### config.mk
export PLATFORM = sky130hd
export DESIGN_NAME = coin_acceptor
export DESIGN_NICKNAME = d
export VERILOG_FILES = /design/src/rtl/coin_acceptor_pkg.sv /design/src/rtl/coin_acceptor_debounce.sv /design/src/rtl/coin_acceptor.sv
export SDC_FILE = /design/constraint.sdc
export NUM_CORES = 1
export LEC_CHECK = 0
export ABC_AREA = 1
export BUFFER_PORTS_ARGS = -buffer_cell sky130_fd_sc_hd__buf_4
export CORE_UTILIZATION = 59
export DETAILED_ROUTE_END_ITERATION = 7
export MAX_ROUTING_LAYER = met4
export PLACE_DENSITY = 0.75
export SLEW_MARGIN = 20
export SYNTH_ARGS = -nofsm -noshare
export SYNTH_HDL_FRONTEND = slang
export SYNTH_SLANG_ARGS = --single-unit
### constraint.sdc
create_clock -name clock -period 1.5 [get_ports clock]
set_input_delay 0.075 -clock clock [delete_from_list [all_inputs] [get_ports clock]]
set_output_delay 0.075 -clock clock [all_outputs]
set_load 0.03 [all_outputs]
### src/rtl/coin_acceptor_pkg.sv
// Shared vending types: coin codes, acceptor FSM states and sensor/code helpers.
package coin_acceptor_pkg;

    localparam int unsigned NUM_SENSORS = 3;
    localparam int unsigned CODE_W      = 2;

    // Coin code handed to the vending FSM.
    typedef enum logic [CODE_W-1:0] {
        COIN_NONE       = 2'b00,
        COIN_FIVE       = 2'b01,
        COIN_TEN        = 2'b10,
        COIN_TWENTYFIVE = 2'b11
    } coin_code_e;

    // Coin acceptor FSM states.
    typedef enum logic [2:0] {
        ST_IDLE       = 3'd0,
        ST_ACTIVE     = 3'd1,
        ST_EMIT       = 3'd2,
        ST_GAP        = 3'd3,
        ST_REJECT     = 3'd4,
        ST_WAIT_CLEAR = 3'd5,
        ST_JAM        = 3'd6
    } ca_state_e;

    // Sensor bit order in all masks: [0]=five, [1]=ten, [2]=twenty-five.
    function automatic logic [NUM_SENSORS-1:0] code_to_mask(input coin_code_e code);
        logic [NUM_SENSORS-1:0] mask;
        case (code)
            COIN_FIVE:       mask = 3'b001;
            COIN_TEN:        mask = 3'b010;
            COIN_TWENTYFIVE: mask = 3'b100;
            default:         mask = 3'b000;
        endcase
        return mask;
    endfunction

    // Only meaningful for one-hot masks; anything else maps to NONE.
    function automatic coin_code_e mask_to_code(input logic [NUM_SENSORS-1:0] mask);
        coin_code_e code;
        case (mask)
            3'b001:  code = COIN_FIVE;
            3'b010:  code = COIN_TEN;
            3'b100:  code = COIN_TWENTYFIVE;
            default: code = COIN_NONE;
        endcase
        return code;
    endfunction

endpackage

### src/rtl/coin_acceptor_debounce.sv
// Two-flop synchronizer followed by a consecutive-cycle debounce filter for one sensor.
module coin_debounce #(
    parameter int unsigned DEBOUNCE_CYCLES = 4
) (
    input  logic clock,
    input  logic reset,
    input  logic raw_i,
    output logic level_o
);

    localparam int unsigned CW = $clog2(DEBOUNCE_CYCLES + 1);

    logic [1:0]    sync_q, sync_d;
    logic          level_q, level_d;
    logic [CW-1:0] cnt_q, cnt_d;

    // Synchronizer shift and debounce counter: toggle after DEBOUNCE_CYCLES disagreeing cycles.
    always_comb begin
        sync_d  = {sync_q[0], raw_i};
        level_d = level_q;
        cnt_d   = cnt_q;
        if (sync_q[1] == level_q) begin
            cnt_d = '0;
        end else if (cnt_q >= CW'(DEBOUNCE_CYCLES - 1)) begin
            level_d = sync_q[1];
            cnt_d   = '0;
        end else begin
            cnt_d = cnt_q + CW'(1);
        end
    end

    // State registers.
    always_ff @(posedge clock) begin
        if (reset) begin
            sync_q  <= '0;
            level_q <= 1'b0;
            cnt_q   <= '0;
        end else begin
            sync_q  <= sync_d;
            level_q <= level_d;
            cnt_q   <= cnt_d;
        end
    end

    assign level_o = level_q;

endmodule

### src/rtl/coin_acceptor.sv
// Coin acceptor: debounces three slot sensors and qualifies each coin episode into
// a single credit, a reject pulse, or a jam condition.
module coin_acceptor
    import coin_acceptor_pkg::*;
#(
    parameter int unsigned DEBOUNCE_CYCLES = 4,
    parameter int unsigned JAM_CYCLES      = 1000,
    parameter int unsigned GAP_CYCLES      = 2     // must be >= 1
) (
    input  logic              clock,
    input  logic              reset,
    input  logic              sense_5,
    input  logic              sense_10,
    input  logic              sense_25,
    output logic [CODE_W-1:0] coin_in,
    output logic              reject_out,
    output logic              jam_out,
    output logic              busy_out
);

    localparam int unsigned JW = $clog2(JAM_CYCLES + 1);
    localparam int unsigned GW = $clog2(GAP_CYCLES + 1);

    logic [NUM_SENSORS-1:0] raw;
    logic [NUM_SENSORS-1:0] deb;
    logic                   any_high;
    logic                   multi_high;
    logic                   other_high;

    ca_state_e     state_q, state_d;
    coin_code_e    code_q, code_d;
    logic [JW-1:0] jam_cnt_q, jam_cnt_d;
    logic [GW-1:0] gap_cnt_q, gap_cnt_d;
    coin_code_e    coin_q, coin_d;
    logic          reject_q, reject_d;
    logic          jam_q, jam_d;
    logic          busy_q, busy_d;

    assign raw = {sense_25, sense_10, sense_5};

    // One synchronizer/debounce filter per sensor.
    for (genvar i = 0; i < int'(NUM_SENSORS); i++) begin : g_deb
        coin_debounce #(
            .DEBOUNCE_CYCLES (DEBOUNCE_CYCLES)
        ) u_deb (
            .clock   (clock),
            .reset   (reset),
            .raw_i   (raw[i]),
            .level_o (deb[i])
        );
    end

    assign any_high   = |deb;
    assign multi_high = (deb[0] & deb[1]) | (deb[0] & deb[2]) | (deb[1] & deb[2]);
    assign other_high = |(deb & ~code_to_mask(code_q));

    // Next-state, counters and registered output values.
    always_comb begin
        state_d   = state_q;
        code_d    = code_q;
        jam_cnt_d = jam_cnt_q;
        gap_cnt_d = gap_cnt_q;

        case (state_q)
            ST_IDLE: begin
                if (multi_high) begin
                    state_d = ST_REJECT;
                end else if (any_high) begin
                    state_d   = ST_ACTIVE;
                    code_d    = mask_to_code(deb);
                    jam_cnt_d = '0;
                end
            end
            ST_ACTIVE: begin
                if (jam_cnt_q < JW'(JAM_CYCLES)) begin
                    jam_cnt_d = jam_cnt_q + JW'(1);
                end
                // Jam outranks a second sensor seen in the same cycle.
                if (jam_cnt_q >= JW'(JAM_CYCLES)) begin
                    state_d = ST_JAM;
                end else if (!any_high) begin
                    state_d = ST_EMIT;
                end else if (other_high) begin
                    state_d = ST_REJECT;
                end
            end
            ST_EMIT: begin
                state_d   = ST_GAP;
                gap_cnt_d = '0;
            end
            ST_GAP: begin
                if (gap_cnt_q >= GW'(GAP_CYCLES - 1)) begin
                    state_d = ST_IDLE;
                end else begin
                    gap_cnt_d = gap_cnt_q + GW'(1);
                end
            end
            ST_REJECT: begin
                state_d = ST_WAIT_CLEAR;
            end
            ST_WAIT_CLEAR, ST_JAM: begin
                if (!any_high) begin
                    state_d = ST_IDLE;
                end
            end
            default: begin
                state_d = ST_IDLE;
            end
        endcase

        // Credit lands in the cycle after EMIT is entered; status flags track the next state.
        coin_d   = (state_q == ST_EMIT) ? code_q : COIN_NONE;
        reject_d = (state_d == ST_REJECT);
        jam_d    = (state_d == ST_JAM);
        busy_d   = (state_d != ST_IDLE);
    end

    // State and output registers.
    always_ff @(posedge clock) begin
        if (reset) begin
            state_q   <= ST_IDLE;
            code_q    <= COIN_NONE;
            jam_cnt_q <= '0;
            gap_cnt_q <= '0;
            coin_q    <= COIN_NONE;
            reject_q  <= 1'b0;
            jam_q     <= 1'b0;
            busy_q    <= 1'b0;
        end else begin
            state_q   <= state_d;
            code_q    <= code_d;
            jam_cnt_q <= jam_cnt_d;
            gap_cnt_q <= gap_cnt_d;
            coin_q    <= coin_d;
            reject_q  <= reject_d;
            jam_q     <= jam_d;
            busy_q    <= busy_d;
        end
    end

    assign coin_in    = coin_q;
    assign reject_out = reject_q;
    assign jam_out    = jam_q;
    assign busy_out   = busy_q;

endmodule

# After elaboration in Yosys (flattened, before gate mapping)
# Cells that the tools add are included.
# word_totals
ff_bits,40
input_bits,5
output_inout_bits,5
# op_classes
n_addsub,5
order_cmp,6
eq_ne,21
muxes,16
bitwise_logic,12
reduce_logical,17
# ops
cell,count
2-to-1 mux 10 bit,3
2-to-1 mux 3 bit,7
case mux 10 bit (2 select lines),1
"== test 3 bit, second input constant",6
case mux 3 bit (6 select lines),1
OR reduction 3 bit,5
"adder 10 x 1 -> 10 bit, second input constant",1
"greater-or-equal comparator 10 bit, second input constant",1
"< comparator 10 bit, second input constant",1
"adder 3 x 1 -> 3 bit, second input constant",3
"== test 3 x 2 -> 1 bit, second input constant",3
"greater-or-equal comparator 3 x 2 -> 1 bit, second input constant",3
case mux 3 bit (3 select lines),1
"inequality test 2 bit, second input constant",4
AND reduction 2 bit,4
"== test 3 x 1 -> 1 bit, second input constant",2
case mux 2 bit (3 select lines),1
inverter 1 bit,5
"== test 2 bit, second input constant",2
case mux 2 bit (2 select lines),1
AND reduction 4 bit,1
nonzero test 2 bit,2
OR reduction 2 bit,2
bitwise AND 1 bit,3
11 further kinds,14

# Depth between registers and ports, before layout
# Gate-level depths: netlist (run 1).
# logic_depth
word_depth,10
mapped_depth,9
ltp_nobuf,9

# By module
# Synthesis (run 1) repeated with hierarchy kept, for this count alone.
# unflattened
cells_unflattened,267
hier_area_um2,1945.6
# modules_own_cells
mod,n_inst,cells_each,area_per_inst_um2,seq_area_each_um2
coin_acceptor,1,177,1209.9,440.4
coin_debounce,3,30,245.2,120.1

# Worst setup path before layout (run 1)
# OpenSTA, ideal clock, no wires.
# synth_path
path_type,flip-flop to flip-flop
start,reg jam_cnt_q[0]
end,reg jam_cnt_q[8]
setup_ns,0.069
t_arrival_ns,1.249
path_slack_ns,0.182
path_stages_with_launch,8
period_less_slack_ns,1.318
path_cell_list,dfxtp_1 ha_1 inv_1 nor2_1 nand2_1 xnor2_1 nand3_2 a21oi_2
# synth_between
elab_chain_len,3
# synth_rtl
element,line_no,text
from (decl),coin_acceptor.sv:32,"logic [JW-1:0] jam_cnt_q, jam_cnt_d;"
from (signal assigned),coin_acceptor.sv:132,jam_cnt_q <= jam_cnt_d;
adder 10 x 1 -> 10 bit / < comparator 10 bit (equally long branches),"coin_acceptor.sv:76, coin_acceptor.sv:75",
2-to-1 mux 10 bit / inequality test 2 bit (equally long branches),n/a,
case mux 10 bit (2 select lines) / AND reduction 4 bit (equally long branches),n/a,
# Parallel ways exist; a longest one is shown, timed or not. The select of a mux whose other input is x is not followed.
# A chain may end at the register's enable or synchronous reset.

# Worst setup path after layout (run 1)
# layout_path
start,reg state_q[2]
end,reg jam_cnt_q[5]
# layout_between
elab_chain_len,3
# layout_rtl
element,line_no,text
from (decl),coin_acceptor.sv:30,"ca_state_e state_q, state_d;"
from (signal assigned),coin_acceptor.sv:130,state_q <= state_d;
== test 3 x 1 -> 1 bit / zero test 3 bit (equally long branches),coin_acceptor.sv:64,case (state_q)
inequality test 2 bit (no line) / nonzero test 2 bit (equally long branches),n/a,
AND reduction 4 bit (no line),n/a,
# Parallel ways exist; a longest one is shown, timed or not.

==> metrics.txt, run 1 <==
layout cells sized above 1 20.4%; hold path depth 2; Power per Cell Area 754 mW/mm²; largest net degree at the start of global routing 19; initial antenna violation count 0; FMAX 0.713 GHz; switching share of power 23.7%; GR Util All Layers 24.1%; Routed Antenna Nets 0; # IOs 10; Die X 59.9 µm; unrepaired setup endpoints after global routing false; combinational fraction of design power 3.4%; switching power 0.393 mW; CTS HTree Levels 2; TNS Setup 0 ps; period utilization 93.5%; Final nets 288; largest family of logic cells by synthesized area simple AND/OR/NAND/NOR gates; Final setup violation count 0; wire length of the first global-routing pass 6070 µm; Hold Worst Slack 40.7 ps; Synth Area in Adders 5.69%; # diodes 0; Layout Skew 13.5 ps; register bit total from synthesis 40; Final Hold Vio Count 0; clock slew at reported path FFs 120 ps; Final Power 1.66 mW; Setup Fix Bufs, Post-CTS 0; Period minus WS final 1400 ps; Mean Syn Cell Area 7.76 µm²; Routed WL 3650 µm; Max-Cap Viols 0; DRC violations left 0; Max Transition Viols Final 0; simple-gate share of the synthesized area 27.9%; Pleak 1.02 nW; number of library cell types mapped by synthesis 31; CP Data Arrival Time 1640 ps; Worst Path Max Fanout 7; crit end category flop; Worst Hold Class in -> reg; synth warn 0; Post-DP HPWL 2650 µm; wire per inst 11.5 µm; sequential cell area fraction in the yosys report 40.5%; CP Class reg -> reg; Max-slew headroom 74.5%; Worst-Margin Slew 381 ps; FP Rows 20; Clock Path Buffers 2; area of the die 0.00359 mm²; drt pass-1 iters 4; Initial Utilization 63.3%; sequential group share of total power 65.0%; Sink Count 40; DR vias 1632; DR iter-0 viols 81; Num CTS Buffers 5; core area 0.00313 mm²; GR Overflow Total 0; latest clock arrival within the worst-skew pair 360 ps; Mapped Area 0.00198 mm²; Port Buf Inserts 9; Via density 5.13; run status complete, no violations; Net Count, Synth 269; R2R cell count 7; root buffer cell clkbuf_4; global placement routability congestion 0.858; Filler cells 271; Die H 59.9 µm; area grow syn2layout 11.1%; Int Power 1.27 mW; Peak VDD IR 600 µV; Synth Instances 255; CTS tree yes; vias in the first global route 1429; multiplexer area fraction after synthesis 0%; Critical Path RT 1740 ps; post-synthesis compound-gate area fraction 12.8%; Post-Synth XOR/XNOR Area 2.21%; clock power share 31.6%; Startpoint Class flop
-- layout make-up --
class                      count  area (µm²)  area share [%]
multi-input combinational    164         980            44.5
sequential                    40         803            36.5
inverter                      45         169            7.68
timing repair buffer          18         143            6.48
tap                           44        55.1            2.50
clock buffer                   5        37.5            1.71
clock inverter                 2        12.5           0.569
-- cell families (layout without fill, tap and decap cells) --
group / count (synthesis) / in the layout
DFF: 40 / 40
buffers and inverters: 51 / 70
AOI/OAI and AO/OA: 40 / 40
and+or+nand+nor: 110 / 110
adders and majority gates: 9 / 9
xor gates and xnor gates: 5 / 5
-- worst paths after layout --
kind / startpoint / endpoint / slack (ps)
setup reg to reg: state_q[2] / jam_cnt_q[5] / 100
hold reg to reg: g_deb[1].u_deb.sync_q[0] / g_deb[1].u_deb.sync_q[1] / 410
setup / recovery: state_q[2] / jam_cnt_q[5] / 100
hold / removal: reset / jam_cnt_q[6] / 40
-- through the flow --
step	setup WS [ps]	instance area, µm²	instances	util [%]
2_1_floorplan	182	1980	255	-
3_3_place_gp	128	2100	308	67.1
3_5_place_dp	97.7	2100	308	67.1
6_report	97.9	2200	318	70.3
5_1_grt	1.35	2200	318	70.3
4_1_cts	70.9	2180	318	69.6
-- cell usage in the layout (no fill, tap or decap), types with 2 or more instances in the layout --
cell and instances:
dlygate4sd3_1 3, inv_1 38, nand4_1 3, nand4_2 4, nand3_1 22, xor2_1 3, clkbuf_4 5, inv_2 7
dfxtp_1 38, nor2_4 2, o21ai_1 2, nor3_1 2, a21oi_2 8, xnor2_1 2, a211o_1 3, a211oi_1 2
nand2_1 36, nand2_2 2, a21o_1 2, a21oi_1 10, buf_4 15, o21ai_0 12, ha_1 9, nand3_2 2
nor2_1 30, nor2_2 3, dfxtp_2 2
-- sequential cells by signal, summed over array words and instances, names as in the netlist --
signal and flops:
busy_out 1, code_q 2, coin_in 2, g_deb.u_deb.cnt_q 9
g_deb.u_deb.level_o 3, g_deb.u_deb.sync_q 6, gap_cnt_q 2, jam_cnt_q 10
jam_out 1, reject_out 1, state_q 3
-- synth_stat cells (all sizes together) --
library cell	n	area [µm²]
xor2	3	26.3
nand4	7	68.8
nand3	25	140
buf	5	45.0
nand2	40	170
o21ai	14	70.1
ha	9	113
inv	45	169
nor2	35	151
a21oi	18	120
a211o	3	26.3
dfxtp	40	801
a21o	2	15.0
clkbuf	1	3.75
nand3b	1	11.3
nor3	2	10.0
a31oi	1	6.26
a211oi	2	15.0
xnor2	2	17.5
-- power groups by stage --
| stage | clock [mW] | combinational (mW) | sequential [mW] |
|---|---|---|---|
| 2_1_floorplan | 0 | 0.0349 | 1.10 |
| 3_3_place_gp | 0 | 0.0478 | 1.10 |
| 3_5_place_dp | 0 | 0.0492 | 1.10 |
| 4_1_cts | 0.548 | 0.0554 | 1.08 |
| 5_1_grt | 0.588 | 0.0619 | 1.08 |
| 6_report | 0.525 | 0.0558 | 1.08 |
-- per-layer routing --
metal | global-route usage, % | wire [µm] | share of wire (%) | vias to the layer above
met5 | - | 0 | 0 | -
met4 | 8.64 | 48 | 1.3 | 0
met3 | 7.79 | 118 | 3.2 | 5
met2 | 39.7 | 1810 | 49 | 26
met1 | 27.3 | 1680 | 46 | 740
li1 | - | - | - | 861
-- timing repair --
action,4_1_cts,5_1_grt
setup endpoints to repair,0,11
hold buffers,3,0
resized for setup,0,6
endpoints found under the hold margin,3,0
-- worst max-delay path, cell delays in order (launching register included) --
cell	delay [ps]
dfxtp_1	370
inv_2	100
nand2_2	80
nor2_2	190
nand3_4	180
buf_4	200
nand3_1	90
a21oi_2	60
Note: power is estimated with default switching activity, not from simulation.
==> run 2, diff against run 1 <==
--- a/config.mk
+++ b/config.mk
@@ -7,10 +7,13 @@
 export LEC_CHECK = 0
 export ABC_AREA = 1
 export BUFFER_PORTS_ARGS = -buffer_cell sky130_fd_sc_hd__buf_4
-export CORE_UTILIZATION = 59
+export CELL_PAD_IN_SITES_DETAIL_PLACEMENT = 1
+export CELL_PAD_IN_SITES_GLOBAL_PLACEMENT = 1
+export CORE_UTILIZATION = 45
 export DETAILED_ROUTE_END_ITERATION = 7
 export MAX_ROUTING_LAYER = met4
-export PLACE_DENSITY = 0.75
+export PLACE_DENSITY = 0.76
+export SKIP_LAST_GASP = 1
 export SLEW_MARGIN = 20
 export SYNTH_ARGS = -nofsm -noshare
 export SYNTH_HDL_FRONTEND = slang
==> constraint.sdc (replaced) <==
create_clock -name clock -period 1.5 [get_ports clock]
set_input_delay 0.15 -clock clock [delete_from_list [all_inputs] [get_ports clock]]
set_output_delay 0.15 -clock clock [all_outputs]
set_load 0.03 [all_outputs]
==> run 2 against run 1 <==
  * Combinational power fell by 4.8%
  * Critical endpoint is now busy_out
  * Critical path type unchanged
  * Sequential share of layout area fell by 1.6 points
  * Register-to-register slack barely moved
  * Sequential power barely moved
  * Via count rose by 1.4%
  * Clock skew fell by 1.9 ps
  * Final cell count rose by 3.1%
==> metrics.txt, run 2 (synthesis gave the netlist of run 1 again) <==
run status complete, no violations; Routed Antenna Nets 0 (unchanged); core area 0.00412 mm² (+32%); Startpoint Class flop; TNS Setup 0 ps (unchanged); Initial Utilization 48.1% (-15 points); Hold Worst Slack 61.6 ps (+20.9 ps); CP Class reg -> reg; critical path cell sequence inv_2, nand2_1, nor2_1, nor2_4, nand3_1, o21ai_1, nand3_1; Routed WL 4170 µm (+14%); GR Util All Layers 20.5% (-3.6 points); clock slew at reported path FFs 90 ps (-30 ps); Port Buf Inserts 9 (unchanged); area of the die 0.00467 mm² (+30%); # IOs 10 (unchanged); Die H 68.3 µm (+14%); root buffer cell clkbuf_8; GR Overflow Total 0 (unchanged); period utilization 93.7% (+0.20 points); Multi-input gate area 990 µm² (+1.0%); Critical Path RT 1690 ps (-50 ps); Largest register FFs 10 (unchanged); fin cells 328 (+3.1%); Period minus WS final 1410 ps (+2.96 ps); Placement Cell Area 0.00215 mm² (+2.5%); switching share of power 21.8% (-1.9 points); post-route cell area 0.00230 mm² (+4.4%); final worst setup slack 94.9 ps (-2.96 ps); largest registers jam_cnt_q (10), g_deb.u_deb.cnt_q (9), g_deb.u_deb.sync_q (6); Max-slew headroom 72.5% (-2.1 points); Final setup violation count 0 (unchanged); Filler cells 543 (+100%); reg2reg start state_q[0]; Worst Hold Class in -> reg; # diodes 0 (unchanged); slowest stage delay, CP 440 ps (+70 ps); DR vias 1655 (+1.4%); CTS HTree Levels 2 (unchanged); FMAX 0.712 GHz (-0.21%); most frequent cells in the layout dfxtp_1 (39), inv_1 (38), nand2_1 (36); Most flops, register jam_cnt_q; DR iter-0 viols 77 (-4.9%); crit end category flop; initial antenna violation count 0 (unchanged); Post-DP HPWL 3080 µm (+16%); post-layout util 55.8% (-15 points); largest net degree at the start of global routing 18 (-1); area grow syn2layout 16.0%; Via density 5.05 (-1.7%); DRC violations left 0 (unchanged); Clock Path Buffers 2 (unchanged); worst hold start sense_25; placed insts 320 (+3.9%); Worst Setup SP state_q[0]; FP Rows 23 (+15%); commonest non-fill, non-tap cell in the layout dfxtp_1; Layout Skew 11.7 ps (-1.86 ps); latest clock arrival within the worst-skew pair 300 ps (-60 ps); slowest CP cell dfxtp_1; wire per inst 12.7 µm (+11%); layout cells sized above 1 21.9% (+1.5 points); Die X 68.3 µm (+14%); Max-Cap Viols 0 (unchanged); Int Power 1.59 mW (+26%); Worst Path Max Fanout 5 (-2); Final nets 291 (+1.0%); Final Hold Vio Count 0 (unchanged); most frequent CP cell nand3_1; clock power share 44.5% (+13 points); CTS tree yes; Max Transition Viols Final 0 (unchanged); Worst-Margin Slew 413 ps (+31.2 ps); post-CTS sizing 0 (unchanged); Setup Fix Bufs, Post-CTS 0 (unchanged); sequential group share of total power 52.9% (-12 points); global placement routability congestion 0.785 (-8.4%); Power per Cell Area 887 mW/mm² (+18%); drt pass-1 iters 4 (unchanged); switching power 0.444 mW (+13%); Sink Count 40 (unchanged); CP Data Arrival Time 1590 ps (-50 ps); register area 802 µm² (-0.16%); Peak VDD IR 535 µV (-11%); Pleak 1.07 nW (+4.9%); Num CTS Buffers 5 (unchanged); pre-CTS setup slack 93.8 ps (-3.87 ps); hold buffer count at cts 0 (-3); Final Power 2.04 mW (+23%); vias in the first global route 1560 (+9.2%); wire length of the first global-routing pass 6760 µm (+11%); combinational fraction of design power 2.6% (-0.8 points)
-- run 2: cell types whose count changed in the layout (fill, tap and decap cells not counted), moves of 2 or more --
cell           previous run  this run
dlygate4sd3_1             3         0
nor2_2                    3         1
clkbuf_4                  5         0
clkbuf_8                  0         5
buf_4                    15        21
-- run 2: power groups by stage --
stage / logic (mW) / registers (mW) / clock network, mW
final: 0.0531 / 1.08 / 0.906
after global routing: 0.0610 / 1.08 / 0.970
after CTS: 0.0529 / 1.08 / 0.927
after detailed placement: 0.0522 / 1.10 / 0
after global placement: 0.0510 / 1.10 / 0
after floorplan: 0.0349 / 1.10 / 0
-- run 2: final timing paths --
| path | endpoint | slack (ps) | cells after the start |
|---|---|---|---|
| setup / recovery | busy_out | 90 | 7 |
| hold / removal | g_deb[2].u_deb.sync_q[0] | 60 | 3 |
| setup reg to reg | busy_out | 90 | 7 |
| hold reg to reg | g_deb[2].u_deb.sync_q[1] | 410 | 2 |
-- run 2: layer usage --
| metal | vias up | global-route usage (%) | share of wire [%] |
|---|---|---|---|
| met3 | 7 | 4.50 | 2.2 |
| met2 | 17 | 34.2 | 49 |
| met5 | - | - | 0 |
| met1 | 771 | 24.2 | 48 |
| li1 | 860 | - | - |
| met4 | 0 | 6.77 | 1.3 |
-- run 2: area by class of cell --
type | count | area share, %
inverters | 45 | 7.36
well taps | 50 | 2.72
clock buffers | 5 | 3.00
repair buffers | 21 | 6.87
clock inverters | 3 | 2.02
flip-flops and latches | 40 | 34.9
multi-input cells | 164 | 43.1
-- run 2: critical path, delay by kind of cell, from the launching register on --
| kind | cells | cell delay (ps) |
|---|---|---|
| DFF | 1 | 440 |
| buffers and inverters | 1 | 100 |
| AOI/OAI and AO/OA | 1 | 200 |
| and+or+nand+nor | 5 | 560 |
==> run 3, diff against run 2 <==
--- a/config.mk
+++ b/config.mk
@@ -13,6 +13,7 @@
 export DETAILED_ROUTE_END_ITERATION = 7
 export MAX_ROUTING_LAYER = met4
 export PLACE_DENSITY = 0.76
+export REMOVE_ABC_BUFFERS = 1
 export SKIP_LAST_GASP = 1
 export SLEW_MARGIN = 20
 export SYNTH_ARGS = -nofsm -noshare
==> run 3 against run 2 <==
  * Cell area down 4.4%
  * Critical endpoint is now jam_cnt_q[1]
  * Count of clock-buffer cells in the layout unchanged
  * Sequential share of layout area up 1.6 points
  * Sequential power about the same
  * Hold slack worse by 6.2 ps
  * Maximum frequency up 0.23%
  * Non-clock buffer count down 5
==> metrics.txt, run 3 (synthesis gave the netlist of run 1 again) <==
unrepaired setup endpoints after global routing true; Final Power 1.82 mW (-10%); largest registers jam_cnt_q (10), g_deb.u_deb.cnt_q (9), g_deb.u_deb.sync_q (6); Startpoint Class flop; Port Buf Inserts 9 (unchanged); commonest non-fill, non-tap cell in the layout dfxtp_1; root buffer cell clkbuf_8; Max-slew headroom 71.3% (-1.2 points); Largest register FFs 10 (unchanged); run status complete, no violations; Final Hold Vio Count 0 (unchanged); global placement routability congestion 0.774 (-1.4%); Hold Worst Slack 55.4 ps (-6.21 ps); CTS HTree Levels 2 (unchanged); Final nets 286 (-1.7%); combinational fraction of design power 2.9% (+0.3 points); Worst Path Max Fanout 14 (+9); Worst-Margin Slew 430 ps (+17.9 ps); Worst Setup SP jam_cnt_q[8]; CTS tree yes; Period minus WS final 1400 ps (-3.28 ps); post-route cell area 0.00219 mm² (-4.4%); switching power 0.417 mW (-6.1%); Worst Hold Class in -> reg; Sink Count 40 (unchanged); Max Transition Viols Final 0 (unchanged); # IOs 10 (unchanged); clock slew at reported path FFs 80 ps (about the same); latest clock arrival within the worst-skew pair 290 ps (about the same); FMAX 0.713 GHz (+0.23%); FP Rows 23 (unchanged); largest net degree at the start of global routing 18 (unchanged); DR iter-0 viols 43 (-44%); switching share of power 22.9% (+1.1 points); Routed Antenna Nets 0 (unchanged); Final setup violation count 0 (unchanged); Die H 68.3 µm (unchanged); Setup Fix Bufs, Post-CTS 0 (unchanged); Via density 5.14 (+1.9%); placed insts 315 (-1.6%); period utilization 93.5% (-0.22 points); GR Util All Layers 21.4% (+0.89 points); Routed WL 4230 µm (+1.4%); Die X 68.3 µm (unchanged); Initial Utilization 48.1% (unchanged); drt pass-1 iters 4 (unchanged); Num CTS Buffers 5 (unchanged); layout cells sized above 1 19.9% (-2.1 points); wire length of the first global-routing pass 6930 µm (+2.4%); Clock Path Buffers 2 (unchanged); Peak VDD IR 555 µV (+3.8%); Power per Cell Area 831 mW/mm² (-6.4%); core area 0.00412 mm² (unchanged); DR vias 1656 (+0.060%); Pleak 1.03 nW (-4.5%); initial antenna violation count 0 (unchanged); Most flops, register jam_cnt_q; Layout Skew 4.20 ps (-7.49 ps); clock power share 38.0% (-6.5 points); GR Overflow Total 0 (unchanged); CP Class reg -> reg; most frequent cells in the layout dfxtp_1 (40), inv_1 (38), nand2_1 (36); DRC violations left 0 (unchanged); sequential group share of total power 59.1% (+6.2 points); Max-Cap Viols 0 (unchanged); reg2reg start jam_cnt_q[8]; Int Power 1.41 mW (-12%); Placement Cell Area 0.00211 mm² (-1.7%); crit end category flop; # diodes 0 (unchanged); CP Data Arrival Time 1580 ps (about the same); worst hold start sense_25; area grow syn2layout 10.9%; wire per inst 13.1 µm (+3.3%); vias in the first global route 1536 (-1.5%); Critical Path RT 1680 ps (about the same); area of the die 0.00467 mm² (unchanged); post-layout util 53.3% (-2.5 points); Post-DP HPWL 3120 µm (+1.1%); fin cells 322 (-1.8%)
==> run 3: changes by cell type in the layout (fill, tap and decap cells not counted), sizes merged <==
cell / delta
inv: -1
buf: -5
bufinv: -1
clkinv: +1
==> run 3: layout make-up <==
cell class | count | area, µm²
Multi-Input combinational cell | 164 | 961
Sequential cell | 40 | 801
Clock buffer | 5 | 68.8
Timing Repair Buffer | 16 | 120
Fill cell | 532 | 1920
Tap cell | 50 | 62.6
Inverter | 45 | 169
Clock inverter | 2 | 12.5
==> run 3: metal layers <==
metal	vias up	track usage, %	share of wire (%)
met5	-	-	0
met4	0	7.81	1.4
met3	6	5.50	2.6
met2	21	35.9	49
met1	783	24.3	47
li1	846	-	-
==> run 3: power groups by stage <==
stage               Combinational (mW)  Sequential [mW]  Clock [mW]
CTS                             0.0542             1.08       0.718
global route                    0.0601             1.08       0.764
floorplan                       0.0255             1.10           0
detailed placement              0.0534             1.10           0
finish                          0.0531             1.08       0.692
global placement                0.0521             1.10           0
==> run 3: per-stage QoR <==
step | setup TNS (ps) | setup WS [ps]
floorplan | 0 | 177
global placement | 0 | 134
detailed placement | 0 | 115
CTS | 0 | 96.7
global route | -28.3 | -20.8
finish | 0 | 98.2
==> run 3: what timing repair did <==
item | CTS | global route
endpoints found under the setup margin | 0 | 5
hold buffers | 0 | 0
resized for setup | 0 | 2
==> run 3: path summary, 6_finish.rpt <==
check | endpoint | slack [ps] | depth (start not counted)
setup / recovery | jam_cnt_q[1] | 100 | 7
hold / removal | g_deb[2].u_deb.sync_q[0] | 60 | 3
setup reg to reg | jam_cnt_q[1] | 100 | 7
hold reg to reg | g_deb[0].u_deb.sync_q[1] | 410 | 2
==> run 3: worst max-delay path, cell delays in order (launching register included) <==
cell	delay, ps
dfxtp_1	380
nand2_1	90
nor2_1	180
nand2_2	120
nand2_4	130
nand2_4	150
o21ai_0	180
a21oi_1	60
